===== src/rtl/npc_pkg.sv =====
// Shared encodings and BTB entry layout for the next-PC / branch predictor slice.
package npc_pkg;

    localparam int unsigned CNT_W_MAX = 3;

    typedef enum logic [1:0] {
        KIND_NONE = 2'b00,
        KIND_COND = 2'b01,
        KIND_JUMP = 2'b10,
        KIND_JREG = 2'b11
    } res_kind_e;

    typedef enum logic [2:0] {
        COND_BLTZ = 3'b000,
        COND_BGEZ = 3'b001,
        COND_BEQ  = 3'b100,
        COND_BNE  = 3'b101,
        COND_BLEZ = 3'b110,
        COND_BGTZ = 3'b111
    } res_cond_e;

    // Width-independent part of a BTB entry; tag and target live in separately sized arrays.
    typedef struct packed {
        logic                 valid;
        res_kind_e            kind;
        logic [CNT_W_MAX-1:0] cnt;
    } btb_meta_t;

    // Saturating up/down step of a direction counter bounded by [0, max].
    function automatic logic [CNT_W_MAX-1:0] sat_step(input logic [CNT_W_MAX-1:0] cnt,
                                                      input logic                 up,
                                                      input logic [CNT_W_MAX-1:0] max);
        logic [CNT_W_MAX-1:0] res;
        res = cnt;
        if (up) begin
            if (cnt != max) res = CNT_W_MAX'(cnt + CNT_W_MAX'(1));
        end else begin
            if (cnt != '0) res = CNT_W_MAX'(cnt - CNT_W_MAX'(1));
        end
        return res;
    endfunction

endpackage


===== src/rtl/npc_btb.sv =====
// Direct-mapped BTB: zero-latency lookup for the fetch PC, trained by EX-stage resolutions.
module npc_btb
    import npc_pkg::*;
#(
    parameter int unsigned XLEN        = 32,
    parameter int unsigned BTB_ENTRIES = 16,
    parameter int unsigned CNT_W       = 2,
    parameter bit          BP_EN       = 1'b1
) (
    input  logic            clk,
    input  logic            rst,
    input  logic [XLEN-3:0] lk_word_i,
    output logic            pred_taken_o,
    output logic [XLEN-1:0] pred_target_o,
    input  logic            upd_en_i,
    input  logic [XLEN-3:0] upd_word_i,
    input  logic            upd_taken_i,
    input  res_kind_e       upd_kind_i,
    input  logic [XLEN-1:0] upd_target_i
);

    localparam int unsigned IDX_W = $clog2(BTB_ENTRIES);
    localparam int unsigned TAG_W = XLEN - 2 - IDX_W;
    localparam logic [CNT_W_MAX-1:0] CNT_MAX  = CNT_W_MAX'((1 << CNT_W) - 1);
    localparam logic [CNT_W_MAX-1:0] CNT_WEAK = CNT_W_MAX'(1 << (CNT_W - 1));

    btb_meta_t         meta_q [BTB_ENTRIES];
    btb_meta_t         meta_d [BTB_ENTRIES];
    logic [TAG_W-1:0]  tag_q  [BTB_ENTRIES];
    logic [TAG_W-1:0]  tag_d  [BTB_ENTRIES];
    logic [XLEN-1:0]   tgt_q  [BTB_ENTRIES];
    logic [XLEN-1:0]   tgt_d  [BTB_ENTRIES];

    logic [IDX_W-1:0]  lk_idx;
    logic [TAG_W-1:0]  lk_tag;
    logic [IDX_W-1:0]  up_idx;
    logic [TAG_W-1:0]  up_tag;
    logic              lk_hit;
    logic              up_hit;

    assign lk_idx = lk_word_i[IDX_W-1:0];
    assign lk_tag = lk_word_i[XLEN-3:IDX_W];
    assign up_idx = upd_word_i[IDX_W-1:0];
    assign up_tag = upd_word_i[XLEN-3:IDX_W];

    // Lookup reads the registered array, so a same-cycle update is not visible yet.
    always_comb begin
        lk_hit        = meta_q[lk_idx].valid && (tag_q[lk_idx] == lk_tag);
        pred_taken_o  = 1'b0;
        pred_target_o = '0;
        if (BP_EN && lk_hit &&
            (meta_q[lk_idx].kind == KIND_JUMP || meta_q[lk_idx].kind == KIND_JREG ||
             meta_q[lk_idx].cnt[CNT_W-1])) begin
            pred_taken_o  = 1'b1;
            pred_target_o = tgt_q[lk_idx];
        end
    end

    // Training: hits step the counter and refresh the target, taken misses allocate weak-taken.
    always_comb begin
        meta_d = meta_q;
        tag_d  = tag_q;
        tgt_d  = tgt_q;
        up_hit = meta_q[up_idx].valid && (tag_q[up_idx] == up_tag);
        if (upd_en_i) begin
            if (up_hit) begin
                meta_d[up_idx].cnt  = sat_step(meta_q[up_idx].cnt, upd_taken_i, CNT_MAX);
                meta_d[up_idx].kind = upd_kind_i;
                tgt_d[up_idx]       = upd_target_i;
            end else if (upd_taken_i) begin
                meta_d[up_idx].valid = 1'b1;
                meta_d[up_idx].kind  = upd_kind_i;
                meta_d[up_idx].cnt   = CNT_WEAK;
                tag_d[up_idx]        = up_tag;
                tgt_d[up_idx]        = upd_target_i;
            end
        end
    end

    // Entry storage.
    always_ff @(posedge clk or posedge rst) begin
        if (rst) begin
            for (int i = 0; i < int'(BTB_ENTRIES); i++) begin
                meta_q[i] <= '{valid: 1'b0, kind: KIND_NONE, cnt: '0};
                tag_q[i]  <= '0;
                tgt_q[i]  <= '0;
            end
        end else begin
            meta_q <= meta_d;
            tag_q  <= tag_d;
            tgt_q  <= tgt_d;
        end
    end

endmodule


===== src/rtl/npc_bpred.sv =====
// Fetch-stage next-PC generator: PC register, EX-stage branch resolution and redirect mux.
module npc_bpred
    import npc_pkg::*;
#(
    parameter int unsigned     XLEN        = 32,
    parameter logic [XLEN-1:0] RESET_PC    = XLEN'(32'hBFC0_0000),
    parameter int unsigned     BTB_ENTRIES = 16,
    parameter int unsigned     CNT_W       = 2,
    parameter bit              BP_EN       = 1'b1
) (
    input  logic            clk,
    input  logic            rst,
    input  logic            stall_i,
    output logic [XLEN-1:0] fetch_pc_o,
    output logic            fetch_valid_o,
    output logic            pred_taken_o,
    output logic [XLEN-1:0] pred_target_o,
    input  logic            res_valid_i,
    input  logic [XLEN-1:0] res_pc_i,
    input  logic [1:0]      res_kind_i,
    input  logic [2:0]      res_cond_i,
    input  logic [XLEN-1:0] res_rs_i,
    input  logic [XLEN-1:0] res_rt_i,
    input  logic [XLEN-1:0] res_imm_i,
    input  logic [25:0]     res_idx26_i,
    input  logic            res_pred_taken_i,
    input  logic [XLEN-1:0] res_pred_tgt_i,
    input  logic            exc_valid_i,
    input  logic [XLEN-1:0] exc_vec_i,
    output logic            flush_o,
    output logic            res_taken_o,
    output logic [31:0]     mispred_cnt_o
);

    logic [XLEN-1:0] fetch_pc_q, fetch_pc_d;
    logic            fetch_valid_q, fetch_valid_d;
    logic [31:0]     mispred_cnt_q, mispred_cnt_d;

    logic            res_active;
    logic            taken;
    logic [XLEN-1:0] target;
    logic [XLEN-1:0] pc_plus4;
    logic [XLEN-1:0] pc_plus8;
    logic [XLEN-1:0] correct_pc;
    res_kind_e       kind;

    assign kind       = res_kind_e'(res_kind_i);
    assign res_active = res_valid_i && (kind != KIND_NONE);
    assign pc_plus4   = res_pc_i + XLEN'(4);
    assign pc_plus8   = pc_plus4 + XLEN'(4);

    npc_btb #(
        .XLEN        (XLEN),
        .BTB_ENTRIES (BTB_ENTRIES),
        .CNT_W       (CNT_W),
        .BP_EN       (BP_EN)
    ) u_btb (
        .clk           (clk),
        .rst           (rst),
        .lk_word_i     (fetch_pc_q[XLEN-1:2]),
        .pred_taken_o  (pred_taken_o),
        .pred_target_o (pred_target_o),
        .upd_en_i      (res_active),
        .upd_word_i    (res_pc_i[XLEN-1:2]),
        .upd_taken_i   (taken),
        .upd_kind_i    (kind),
        .upd_target_i  (target)
    );

    // Actual direction and target of the resolving instruction.
    always_comb begin
        taken  = 1'b0;
        target = '0;
        unique case (kind)
            KIND_COND: begin
                target = pc_plus4 + (res_imm_i << 2);
                case (res_cond_e'(res_cond_i))
                    COND_BLTZ: taken = res_rs_i[XLEN-1];
                    COND_BGEZ: taken = !res_rs_i[XLEN-1];
                    COND_BEQ:  taken = (res_rs_i == res_rt_i);
                    COND_BNE:  taken = (res_rs_i != res_rt_i);
                    COND_BLEZ: taken = res_rs_i[XLEN-1] || (res_rs_i == '0);
                    COND_BGTZ: taken = !res_rs_i[XLEN-1] && (res_rs_i != '0);
                    default:   taken = 1'b0;
                endcase
            end
            KIND_JUMP: begin
                taken  = 1'b1;
                target = {pc_plus4[XLEN-1:28], res_idx26_i, 2'b00};
            end
            KIND_JREG: begin
                taken  = 1'b1;
                target = res_rs_i;
            end
            default: begin
                taken  = 1'b0;
                target = '0;
            end
        endcase
    end

    assign res_taken_o = taken;
    assign flush_o     = res_active &&
                         ((taken != res_pred_taken_i) || (taken && (target != res_pred_tgt_i)));
    assign correct_pc  = taken ? target : pc_plus8;

    // Next-PC priority; a bubble cycle (fetch_valid low) holds the PC so the redirect target is fetched.
    always_comb begin
        fetch_pc_d    = fetch_pc_q;
        fetch_valid_d = 1'b1;
        mispred_cnt_d = mispred_cnt_q;
        if (exc_valid_i) begin
            fetch_pc_d    = exc_vec_i;
            fetch_valid_d = 1'b0;
        end else if (flush_o) begin
            fetch_pc_d    = correct_pc;
            fetch_valid_d = 1'b0;
        end else if (stall_i || !fetch_valid_q) begin
            fetch_pc_d    = fetch_pc_q;
        end else if (pred_taken_o) begin
            fetch_pc_d    = pred_target_o;
        end else begin
            fetch_pc_d    = fetch_pc_q + XLEN'(4);
        end
        if (flush_o && (mispred_cnt_q != 32'hFFFF_FFFF)) begin
            mispred_cnt_d = mispred_cnt_q + 32'd1;
        end
    end

    // Fetch PC, valid and mispredict counter registers.
    always_ff @(posedge clk or posedge rst) begin
        if (rst) begin
            fetch_pc_q    <= RESET_PC;
            fetch_valid_q <= 1'b0;
            mispred_cnt_q <= '0;
        end else begin
            fetch_pc_q    <= fetch_pc_d;
            fetch_valid_q <= fetch_valid_d;
            mispred_cnt_q <= mispred_cnt_d;
        end
    end

    assign fetch_pc_o    = fetch_pc_q;
    assign fetch_valid_o = fetch_valid_q;
    assign mispred_cnt_o = mispred_cnt_q;

endmodule


===== config.mk =====
export PLATFORM = sky130hd
export DESIGN_NAME = npc_bpred
export DESIGN_NICKNAME = d
export VERILOG_FILES = /design/src/rtl/npc_pkg.sv /design/src/rtl/npc_btb.sv /design/src/rtl/npc_bpred.sv
export SDC_FILE = /design/constraint.sdc
export NUM_CORES = 2
export LEC_CHECK = 0
export CORE_MARGIN = 1
export CORE_UTILIZATION = 40
export DETAILED_ROUTE_END_ITERATION = 6
export GPL_ROUTABILITY_DRIVEN = 0
export PLACE_DENSITY = 0.59
export SLEW_MARGIN = 10
export SYNTH_ARGS = -nofsm -noshare
export SYNTH_HDL_FRONTEND = slang
export SYNTH_SLANG_ARGS = --single-unit

===== constraint.sdc =====
create_clock -name clk -period 60.8 [get_ports clk]
set_input_delay 18.24 -clock clk [delete_from_list [all_inputs] [get_ports clk]]
set_output_delay 18.24 -clock clk [all_outputs]
set_load 0.05 [all_outputs]

# Yosys cells after proc, flatten, opt, wreduce, memory -nomap -nowiden
# Cells that the tools add are included.
[classes]
add_sub_neg = 7
order_cmp = 3
eq_ne = 19
mux = 53
n_bitwise = 3
reduce_logical = 25
[op_table]
columns = ["cell", "count"]
rows = [
  ["$mux 512", 2],
  ["$bwmux 512", 1],
  ["$bwmux 96", 5],
  ["$bwmux 416", 1],
  ["$mux 32", 9],
  ["$bmux 26 s4", 2],
  ["$mux 96", 2],
  ["$mux 26", 5],
  ["$bmux 32 s4", 1],
  ["$demux 32 s4", 1],
  ["$demux 26 s4", 1],
  ["$add 32x3->32 const B", 3],
  ["$pmux 32 s3", 1],
  ["$demux 6 s4", 3],
  ["$ne 32x32->1", 2],
  ["$eq 26x26->1", 2],
  ["$bmux 6 s4", 2],
  ["$add 32x1->32 const B", 1],
  ["$add 32x32->32", 1],
  ["$eq 32x32->1", 1],
  ["$logic_not 32->1", 1],
  ["$ne 32x32->1 const B", 1],
  ["$reduce_bool 32->1", 1],
  ["$mux 6", 5],
  ["other kinds (27)", 56],
]
[word_totals]
register_bits = 1089
input_bits = 229
out_inout_bits = 100
word_cells = 193

# Depth between registers and ports, before layout
[logic_depth]
depth_word = 13
ltp_mapped = 25
depth_no_buf = 21

# Modules after synthesis
# From an unflattened synthesis, not the netlist that was laid out.
[unflattened]
hier_cells = 4841
hier_area_um2 = 61469.0
[modules_own_cells]
columns = ["mod", "instances", "cells_per_inst", "area_per_inst_um2", "seq_area_each_um2"]
rows = [
  ["npc_btb", 1, 3267, 50250.7, 25224.2],
  ["npc_bpred", 1, 1574, 11218.3, 1637.8],
]

# Worst setup path before layout
# Ideal clock, no wire load.
[synth_path]
kind = "input port to output port"
from = "in res_pc_i[2]"
to = "out flush_o"
arrival_ns = 23.140
t_required_ns = 42.560
path_slack_ns = 19.420
stages = 22
n_path_buf = 7
path_cell_list = "buf_4 buf_4 buf_2 buf_1 inv_1 ha_1 inv_1 fa_1 nand2b_1 a211oi_2 and2_1 nor2_1 xor2_1 mux2_1 or4_1 a2111oi_2 and4_1 buf_4 nand2b_4 inv_2 buf_6 buf_2"
[synth_between]
elab_chain_len = 7
[synth_rtl]
columns = ["item", "line_no", "rtl"]
rows = [
  ["start, declared", "npc_bpred.sv:19", "input logic [XLEN-1:0] res_pc_i,"],
  ["$add 32x3->32 *", "npc_bpred.sv:49", "assign pc_plus4 = res_pc_i + XLEN'(4);"],
  ["$add 32x32->32", "npc_bpred.sv:76", "target = pc_plus4 + (res_imm_i << 2);"],
  ["$pmux 32 s3 *", "npc_bpred.sv:74", "unique case (kind)"],
  ["$ne 32x32->1 *", "npc_bpred.sv:104", "((taken != res_pred_taken_i) || (taken && (target != res_pred_tgt_i)));"],
  ["$logic_and 1x1->1 *", "npc_bpred.sv:104", ""],
  ["$logic_or 1x1->1 *", "npc_bpred.sv:104", ""],
  ["$logic_and 1x1->1 *", "npc_bpred.sv:103", "assign flush_o = res_active &&"],
  ["end, declared", "npc_bpred.sv:30", "output logic flush_o,"],
]
# Every way passes the cells marked *; elsewhere a longest branch is shown, timed or not.

# Worst setup path in the final report
[layout_path]
from = "in res_pc_i[15]"
to = "out flush_o"
# Same word-level chain as after synthesis.

==> flow_metrics.py <==
metrics = {
    "status": {
        "status": "finished, final reports clean",
    },
    "logic_synthesis": {
        "synth_ff_type": "dfrtp_1",
        "syn_inst": 5166,
        "yosys.area.top_type": "dfrtp_1",
        "ys_seq_elements": 1073,
        "yosysMostFrequentCell": "dfrtp_1",
        "synthTopCellsByCount": "dfrtp_1, nand2_1, o21ai_0",
        "syn_avg_cell_area_um2": 11.4,
        "syn_nets": 5440,
        "synth-edff-count": 0,
        "synth_top_area_frac": 0.453,
        "syn_area_um2": 58800,
        "seq_area_frac_synth": 0.457,
        "yosys_warnings": 0,
        "yosysUniqueCellTypes": 103,
        "synth_area_leaders": "dfrtp_1, mux4_2, mux2_2",
        "ys_async_sr_fraction": 1.00,
    },
    "pwr": {
        "ir_worst_vdd_mv": 0.0246,
        "powerDensity_nw_per_um2": 33.3,
        "p_sw_w": 0.000692,
        "switching_share": 0.309,
        "pwr-share-seq": 0.428,
        "clockPowerShare": 0.318,
        "internal_power_w": 0.00155,
        "combPwrFrac": 0.254,
        "leakagePower_nw": 28.4,
    },
    "timing": {
        "skew_ns": 0.0369,
        "setup_tns_ns": 0,
        "tightest_slew_ns": 1.31,
        "min_period_ns": 44.57,
        "rsz0062_at_grt": "false",
        "slew_viol_final": 0,
        "clock.fmax_ghz": 0.0224,
        "hold_viol_final": 0,
        "finalCritPeriodShare": 0.733,
        "fin_ws_ns": 16.23,
        "setup_viol": 0,
        "maxSlewHeadroom": 0.128,
    },
    "route": {
        "drc_errors": 0,
        "vias": 44353,
        "wl_mm": 210,
        "routed.top_layer": "met5",
        "route.met3.wl_mm": 20.1,
        "drt_iter0_drc": 4777,
        "viasPerCell": 6.09,
        "wl_met1_mm": 85.1,
        "ant_nets": 0,
        "route.met2.wl_mm": 93.3,
        "first_pass_iters": 6,
        "avgRoutedWirePerCell_um": 28.8,
    },
    "floorplanning": {
        "die_y_um": 385,
        "fp.dieArea_um2": 149000,
        "ios": 329,
        "core_um2": 146000,
        "rows": 140,
        "chipWidth_um": 385,
        "start_util": 0.403,
    },
    "cts": {
        "cts_buffer_depth": 3,
        "cts-buffers-inserted": 110,
        "ctsHoldBuffers": 0,
        "h-tree-depth": 3,
        "root_buffer": "clkbuf_16",
        "clkLatencyLatePin_ns": 0.75,
        "post_cts_buffers": 0,
        "tritoncts": "built",
        "cts.sinks": 1073,
        "clkTransAtPathRegs_ns": 0.06,
        "ctsResizeCount": 0,
    },
    "critical_path": {
        "r2r_slack_ns": 54.72,
        "start_kind": "primary input",
        "path_class": "primary input to output pin",
        "r2r_end": "fetch_pc_o[5]$_DFFE_PP0P_",
        "arrival_ns": 26.33,
        "crit_path_max_fanout": 31,
        "r2r-start": "fetch_pc_o[2]$_DFFE_PP0P_",
        "cp.required_ns": 42.56,
        "ff2ff_path_depth": 15,
        "end_kind": "output pin",
    },
    "finish": {
        "multi_input_area_um2": 29800,
        "post-route-util": 0.462,
        "drive_gt1_frac": 0.234,
        "syn2layout_area_growth_pct": 14.4,
        "nets": 5527,
        "regArea_um2": 26900,
        "fillers": 13338,
        "stdcell_area_um2": 67300,
    },
    "global_route": {
        "antenna_found_initial": 16,
        "grt_use_total": 0.281,
        "grt_first_pass_wirelength_mm": 305,
        "grt_max_degree": 192,
        "first_global_vias": 43508,
        "grt-ovfl-total": 0,
    },
    "placed_design": {
        "dp_slack_ns": 16.51,
        "place_area_um2": 63500,
        "portBuffers": 326,
        "place.detailed.hpwl_mm": 137,
    },
    "worst_hold_path": {
        "hp-start": "u_btb.meta_q[50]$_DFFE_PP0P_",
        "min_path_type": "flip-flop to flip-flop",
        "min_path_cells": 2,
        "min_to": "u_btb.meta_q[50]$_DFFE_PP0P_",
    },
    "flow_run": {
        "maxCapViolations": 0,
    },
}
area by class of cell:
cell class / instances / area share
antenna: 15 / 0.000558
clock buffer: 163 / 0.0475
sequential: 1073 / 0.400
tap: 1917 / 0.0357
clock inverter: 44 / 0.00852
inverter: 60 / 0.00350
timing repair buffer: 435 / 0.0612
multi-input combinational: 3573 / 0.444
cells by family after synthesis:
kind of cell | after synthesis | synth area share
simple gates | 1348 | 0.105
flops | 1073 | 0.457
compound gates | 999 | 0.0964
mux | 934 | 0.258
buf+inv | 520 | 0.0375
xor+xnor | 247 | 0.0368
fa+ha+maj | 45 | 0.00971
power by group through the flow:
stage	Combinational (W)	Clock (W)	Sequential, W
final	0.000568	0.000711	0.000959
after global routing	0.000609	0.000749	0.000976
after CTS	0.000565	0.000722	0.000955
after detailed placement	0.000563	0	0.000967
after global placement	0.000553	0	0.000959
after floorplan	0.000397	0	0.000948
worst max-delay path: stages:
cell	delay, ns
clkdlybuf4s50_1	1.12
and4_1	0.42
nand4_1	0.29
nor4_1	0.43
xor2_1	0.54
ha_1	0.45
nand2_1	0.17
o21a_1	0.22
a211oi_1	0.47
o211ai_1	0.23
a221oi_2	0.20
nand4_1	0.11
or4_1	0.51
a2111oi_2	0.34
and4_1	0.79
nand2b_4	0.62
inv_2	0.04
buf_4	0.34
clkdlybuf4s50_1	0.79
worst max path at each step:
stage / startpoint / end / slack [ns] / cells after the start
final: res_pc_i[15] / flush_o / 16.23 / 19
after global routing: res_pc_i[15] / flush_o / 16.13 / 19
after CTS: res_pc_i[15] / flush_o / 16.49 / 19
after detailed placement: res_pc_i[15] / flush_o / 16.51 / 19
after global placement: res_pc_i[8] / flush_o / 16.58 / 20
after floorplan: rst / async pin / 12.37 / 1
metrics by stage:
stage	hold WS [ns]	total power (W)	cells
final	0.475	0.00224	7280
after global routing	0.496	0.00233	7274
after detailed placement	0.461	0.00153	7058
after floorplan	0.440	0.00135	5166
after global placement	0.456	0.00151	7058
after CTS	0.477	0.00224	7265
per-layer routing:
metal,global-route usage,vias up
met5,0,-
met4,0.145,6
met3,0.0612,470
met2,0.424,2161
met1,0.381,22756
li1,-,18960
cells in the final DEF (no fill, tap or decap), types with 29 or more instances in the layout:
master	n
clkdlybuf4s50_1	319
inv_1	54
mux2i_1	61
xnor2_1	148
clkbuf_1	30
o211ai_1	29
nand2b_1	38
buf_4	107
o21ai_0	621
nor2_1	168
mux2_2	450
mux4_2	419
nor3_1	38
clkbuf_16	111
a21oi_1	159
dfrtp_1	1060
xor2_1	99
nand4_1	53
nand3_1	64
and3_1	70
ha_1	44
nand2_1	739
flip-flops by register name, indices dropped and copies added (netlist names), named ones only:
signal         count
u_btb.tgt_q      512
u_btb.tag_q      416
u_btb.meta_q      64
fetch_pc_o        32
mispred_cnt_o     32
fetch_valid_o      1
No activity file was read; power rests on OpenSTA's default activity.
